$ cat src/rtl/state_dump_reader.sv
// Debug state dump engine: freezes the CPU, then streams all 32 register-file
// words followed by NUM_MEM_WORDS data-memory words over a valid/ready port.
module state_dump_reader #(
    parameter int DATA_WIDTH    = 32,
    parameter int NUM_MEM_WORDS = 32
) (
    input  logic                  clk_i,
    input  logic                  rst_i,
    input  logic                  dump_req_i,
    output logic                  busy_o,
    output logic                  cpu_hold_o,
    output logic                  done_o,
    output logic [4:0]            reg_addr_o,
    input  logic [DATA_WIDTH-1:0] reg_data_i,
    output logic                  mem_rd_o,
    output logic [31:0]           mem_addr_o,
    input  logic [DATA_WIDTH-1:0] mem_data_i,
    output logic                  out_valid_o,
    input  logic                  out_ready_i,
    output logic [DATA_WIDTH-1:0] out_data_o,
    output logic [5:0]            out_tag_o
);

    typedef enum logic [1:0] {
        IDLE,
        FETCH,
        SEND,
        DONE
    } state_t;

    localparam logic [4:0] MEM_LAST = 5'(NUM_MEM_WORDS - 1);

    state_t     state;
    logic       phase_mem;   // 0 = register file, 1 = data memory
    logic [4:0] idx;

    logic       next_phase_mem;
    logic [4:0] next_idx;
    logic       last_beat;

    assign cpu_hold_o = busy_o;

    // Position of the beat after the current one in the R0..R31, M0..Mn order
    always_comb begin
        next_phase_mem = phase_mem;
        next_idx       = idx + 5'd1;
        last_beat      = phase_mem && (idx == MEM_LAST);
        if (!phase_mem && (idx == 5'd31)) begin
            next_phase_mem = 1'b1;
            next_idx       = '0;
        end
    end

    // Dump sequencer; every output is registered and set on entry to the state that owns it
    always_ff @(posedge clk_i or posedge rst_i) begin
        if (rst_i) begin
            state       <= IDLE;
            phase_mem   <= 1'b0;
            idx         <= '0;
            busy_o      <= 1'b0;
            done_o      <= 1'b0;
            reg_addr_o  <= '0;
            mem_rd_o    <= 1'b0;
            mem_addr_o  <= '0;
            out_valid_o <= 1'b0;
            out_data_o  <= '0;
            out_tag_o   <= '0;
        end else begin
            case (state)
                IDLE: begin
                    done_o <= 1'b0;
                    if (dump_req_i) begin
                        state      <= FETCH;
                        phase_mem  <= 1'b0;
                        idx        <= '0;
                        busy_o     <= 1'b1;
                        reg_addr_o <= '0;
                        mem_rd_o   <= 1'b0;
                        mem_addr_o <= '0;
                    end
                end
                FETCH: begin
                    state       <= SEND;
                    out_data_o  <= phase_mem ? mem_data_i : reg_data_i;
                    out_tag_o   <= {phase_mem, idx};
                    mem_rd_o    <= 1'b0;
                    out_valid_o <= 1'b1;
                end
                SEND: begin
                    if (out_ready_i) begin
                        out_valid_o <= 1'b0;
                        if (last_beat) begin
                            state  <= DONE;
                            done_o <= 1'b1;
                        end else begin
                            state      <= FETCH;
                            phase_mem  <= next_phase_mem;
                            idx        <= next_idx;
                            reg_addr_o <= next_idx;
                            mem_rd_o   <= next_phase_mem;
                            mem_addr_o <= next_phase_mem ? {25'd0, next_idx, 2'b00} : '0;
                        end
                    end
                end
                DONE: begin
                    state  <= IDLE;
                    done_o <= 1'b0;
                    busy_o <= 1'b0;
                end
                default: state <= IDLE;
            endcase
        end
    end

endmodule
$ cat config.mk
export PLATFORM = sky130hd
export DESIGN_NAME = state_dump_reader
export DESIGN_NICKNAME = d
export VERILOG_FILES = /design/src/rtl/state_dump_reader.sv
export SDC_FILE = /design/constraint.sdc
export NUM_CORES = 1
export LEC_CHECK = 0
export BUFFER_PORTS_ARGS = -buffer_cell sky130_fd_sc_hd__buf_2
export CAP_MARGIN = 20
export CORE_MARGIN = 3
export CORE_UTILIZATION = 49
export DETAILED_ROUTE_END_ITERATION = 7
export HOLD_SLACK_MARGIN = 0.1
export PLACE_DENSITY = 0.95
export SYNTH_ARGS = -nofsm -noshare
export SYNTH_HDL_FRONTEND = slang
export SYNTH_SLANG_ARGS = --single-unit
$ cat constraint.sdc
create_clock -name clk_i -period 4.9 [get_ports clk_i]
set_input_delay 0.245 -clock clk_i [delete_from_list [all_inputs] [get_ports clk_i]]
set_output_delay 0.245 -clock clk_i [all_outputs]
set_load 0.02 [all_outputs]
# ---- After elaboration in Yosys (flattened, before gate mapping)
# Cells that the tools add are included.
dict set report classes {
  addsub 1
  n_eq_ne 8
  mux 28
  n_reduce_logical 16
}
# operator count
set op_table {}
lappend op_table {{$mux W32} 4}
lappend op_table {{$pmux W32 S2} 1}
lappend op_table {{$mux W5} 4}
lappend op_table {{$pmux W5 S2} 1}
lappend op_table {{$mux W1} 8}
lappend op_table {{$ne A2 B2 Y1 const B} 4}
lappend op_table {{$pmux W1 S2} 4}
lappend op_table {{$pmux W2 S4} 1}
lappend op_table {{$reduce_and A4 Y1} 2}
lappend op_table {{$reduce_bool A2 Y1} 4}
lappend op_table {{$mux W7} 1}
lappend op_table {{$mux W2} 3}
lappend op_table {{$reduce_and A2 Y1} 3}
lappend op_table {{$add A5 B1 Y5 const B} 1}
lappend op_table {{$eq A5 B5 Y1 const B} 1}
lappend op_table {{$eq A2 B2 Y1 const B} 2}
lappend op_table {{$pmux W1 S3} 1}
lappend op_table {{$reduce_and A3 Y1} 1}
lappend op_table {{$reduce_bool A3 Y1} 1}
lappend op_table {{$eq A2 B1 Y1 const B} 1}
lappend op_table {{$logic_and A1 B1 Y1} 2}
lappend op_table {{$logic_not A2 Y1} 1}
lappend op_table {{$reduce_or A2 Y1} 1}
lappend op_table {{$logic_not A1 Y1} 1}
dict set report totals {
  ff_bits 82
  inputBits 68
  output_inout_bits 80
  word_cells 63
}

# ---- Longest topological paths before layout
dict set report logic_depth {
  word_depth 7
  ltp_mapped 7
  depth_no_buf 6
}

# ---- Worst setup path after synthesis
# Ideal clock, no wire load.
dict set report synth_path {
  kind {register to register}
  start {register idx[0]}
  end {register mem_addr_o[2]}
  setup_time_ns 0.125
  t_arrival_ns 1.917
  required_ns 4.775
  slack_ns 2.858
  path_stages_with_launch 7
  n_path_buf 0
  period_less_slack_ns 2.042
  cell_sequence {dfrtp_1 -> ha_1 -> and3_1 -> ha_1 -> a21bo_4 -> a211oi_4 -> mux2_4}
}
dict set report synth_between {
  elab_chain_cells 7
  word_cells_on_any_way 12
  cone_classes {1 x add/sub; 2 x eq/ne; 6 x mux; 3 x reduce/logical}
}
# element line
set synth_lines {}
lappend synth_lines {{from (decl)} 35} ;# logic [4:0] idx;
lappend synth_lines {{from (signal assigned)} 98} ;# idx <= next_idx;
lappend synth_lines {{parallel branches: the longest is 7 deep, another holds $add A5 B1 Y5} n/a}
lappend synth_lines {{to (signal assigned)} 101} ;# mem_addr_o <= next_phase_mem ? {25'd0, next_idx, 2'b00} : '0;
lappend synth_lines {{to (decl)} 16} ;# output logic [31:0] mem_addr_o,
# Several ways; the timed one is not identified. The select of a mux whose other input is x is not followed.
# A chain may end at the register's enable or synchronous reset.

# ---- Worst setup path after layout
# Same ends and word-level chain as after synthesis.

==> results.tsv <==
stage	metric	value	unit
grt	initial antenna violation count	0	
final_layout	most common cell after layout, fill and taps aside	buf_2	
synth	Avg Inst Size Synth	10.6	um^2
setup_path	peak fanout along the critical path	11	
clock_network	clock tree sinks	55	
setup_path	WP data required	5.10	ns
clock_network	CTS tree	yes	
placement	dpl cell area	0.00336	mm^2
synth	Distinct cells, synth	36	
routing	DRT antenna net count	0	
setup_path	Critical Path Sink Type	flop	
final_layout	share of layout cells above drive strength 1	37.4	%
status	status	finished clean	
clock_network	CTS Hold Bufs	0	
final_layout	P&R area growth vs syn	22.4	%
timing	slew of the pin with the lowest slew margin	0.674	ns
final_layout	most frequent cells in the layout	buf_2 (120), dfrtp_1 (54), a21oi_1 (36), nor2_1 (35), mux2i_1 (33)	
synth	share of the synthesized area in the top cell type	48.6	%
power	Tot Pwr	1.87	mW
clock_network	clk_lat worst skew	0.30	ns
power	Leakage	1.69	nW
floorplanning	initial core utilization	51.1	%
routing	DR DRC count	0	
setup_path	critical path type	flop to flop	
synth	Synth area leader	dfrtp_1	
synth	post-synthesis instance area	0.00283	mm^2
setup_path	WP data arrival	2.41	ns
job	max-cap violation count	0	
synth	Syn Inst Count	268	
clock_network	Clock Tree Root	clkbuf_8	
placement	RD Place Congestion	0.815	
grt	GR Overflow Total	0	
floorplanning	die area	0.00673	mm^2
timing	RSZ-0062 raised after global routing	no	
routing	DR iter-0 viols	77	
clock_network	Max clock buf depth	2	
routing	routed vias	2263	
floorplanning	die span in x	82.0	um
synth	Seq/Total Area, Yosys	48.6	%
placement	port bufs	120	
final_layout	Post-Layout Inst Area	0.00347	mm^2
clock_network	TritonCTS Buffers	5	
routing	Routed WL	6190	um
floorplanning	FP Rows	27	
floorplanning	core footprint	0.00554	mm^2
final_layout	nets	456	
timing	final number of hold-violating endpoints	0	
power	Worst VDD drop	0.251	mV
grt	GRT Total Usage	18.3	%
timing	fin crit period	2.21	ns
final_layout	Final Util	62.6	%
timing	f_max	453	MHz
routing	Vias/cell	4.98	
synth	Synth area leaders	dfrtp_1 (49%), mux2i_1 (12%), buf_4 (7.4%)	
clock_network	CTS resizes	0	
timing	setup_tns	0	ns
timing	Hold Slack	0.108	ns
min_path	Hold Crit Class	primary input to asynchronous set/reset pin	
floorplanning	die height	82.0	um
grt	global-route wire length before repair	9390	um
placement	post-DP HPWL	4560	um
timing	Max transition margin	55.1	%
grt	vias in the first global route	2062	
timing	Pins Over Slew Limit	0	
clock_network	Clk pin slew, worst setup/hold paths	0.10	ns
clock_network	CTS H-tree lvls	2	
synth	Ys Warns	0	
final_layout	number of diodes	0	
floorplanning	# IOs	148	
clock_network	Setup Buffers After CTS	0	
grt	largest net degree at the start of global routing	73	
timing	clk_skew	0.0117	ns
synth	Yosys reg bits	55	
timing	fin crit share	45.1	%
power	power per cell area	538	mW/mm^2
routing	Routed WL per cell	13.6	um
timing	Final Setup Violations	0	
routing	first-pass detailed-route iteration total	4	
setup_path	crit path launch type	flop	
-- cells in the mapped netlist --
cell type and n:
dfrtp_1 55, a21oi_1 36, nor2_1 35, mux2i_1 33, buf_4 28, buf_2 8, inv_1 8, ha_1 7
mux2_2 5, nand2b_1 5, a31oi_1 4, clkbuf_1 4, nand2_1 4, nand3_1 4, a22o_1 3, a32o_1 3
buf_1 3, mux2_1 3, o32ai_1 2, xnor2_1 2, a2111oi_0 1, a211o_1 1, a211oi_4 1, a21bo_4 1
a21o_1 1, a41oi_1 1, and3_1 1, and3_2 1, conb_1 1, mux2_4 1, nand4_1 1, nor2b_2 1
nor3_1 1, o21ai_1 1, o2bb2ai_1 1, o32a_1 1
-- state kept, by name, indices dropped and copies added (netlist names) --
register and count:
done_o 1, mem_addr_o 5, out_data_o 32, out_tag_o 6, state 2, busy_o 1
phase_mem 1, out_valid_o 1, idx 5, mem_rd_o 1
-- logic make-up (layout without fill, tap and decap cells) --
| family | Yosys count | count (layout) | synth area share, % |
|---|---|---|---|
| multiplexers | 42 | 42 | 15.4 |
| buffers and inverters | 51 | 139 | 10.8 |
| other | 1 | 27 | 0.132 |
| flip-flops | 55 | 55 | 48.6 |
| AND/OR/NAND/NOR | 53 | 53 | 8.18 |
| adder cells (fa/ha/maj) | 7 | 7 | 3.09 |
| AO/OA/AOI/OAI | 57 | 57 | 13.2 |
| XOR/XNOR | 2 | 2 | 0.619 |
-- routing by layer --
layer  global-route usage (%)  vias up  wire length, um
li1                         -     1095                -
met1                     21.5     1040             2360
met2                     32.3      122             3210
met3                     4.39        6              551
met4                     6.81        0               71
met5                        0        -                0
-- metrics by stage --
| step | worst slack, ns | std cells |
|---|---|---|
| floorplan | 2.86 | 294 |
| global placement | 2.77 | 445 |
| detailed placement | 2.70 | 445 |
| CTS | 2.70 | 453 |
| global route | 2.60 | 454 |
| finish | 2.69 | 454 |
-- area by class of cell --
class	count	area, um^2
clock buffers	6	72.6
clock inverters	2	12.5
fillers	470	2070
inverters	8	30.0
multi-input cells	188	1250
flip-flops and latches	55	1380
well taps	72	90.1
repair buffers	123	636
-- critical path, stage by stage (launching register included) --
cell and delay [ns]:
dfrtp_1 0.43, ha_1 0.24, and3_1 0.18, ha_1 0.32, a21bo_4 0.28, a211oi_4 0.32
mux2_4 0.33
-- path summary, 6_finish.rpt --
kind                       depth (start not counted)          start             to  slack (ns)
setup / recovery                                   6         idx[0]  mem_addr_o[2]        2.69
max in group asynchronous                          3          rst_i      phase_mem        4.32
hold reg to reg                                    1   out_tag_o[5]   out_tag_o[5]        0.49
min in group clk_i                                 3  reg_data_i[0]  out_data_o[0]        0.24
setup reg to reg                                   6         idx[0]  mem_addr_o[2]        2.69
hold / removal                                     3          rst_i         idx[3]        0.11
-- report_power, final --
part           total, mW  switching (mW)  internal (mW)
clock network      0.242           0.141          0.100
logic              0.902           0.590          0.312
registers          0.722          0.0991          0.623
total               1.87           0.830           1.04
Note: power is estimated with default switching activity, not from simulation.
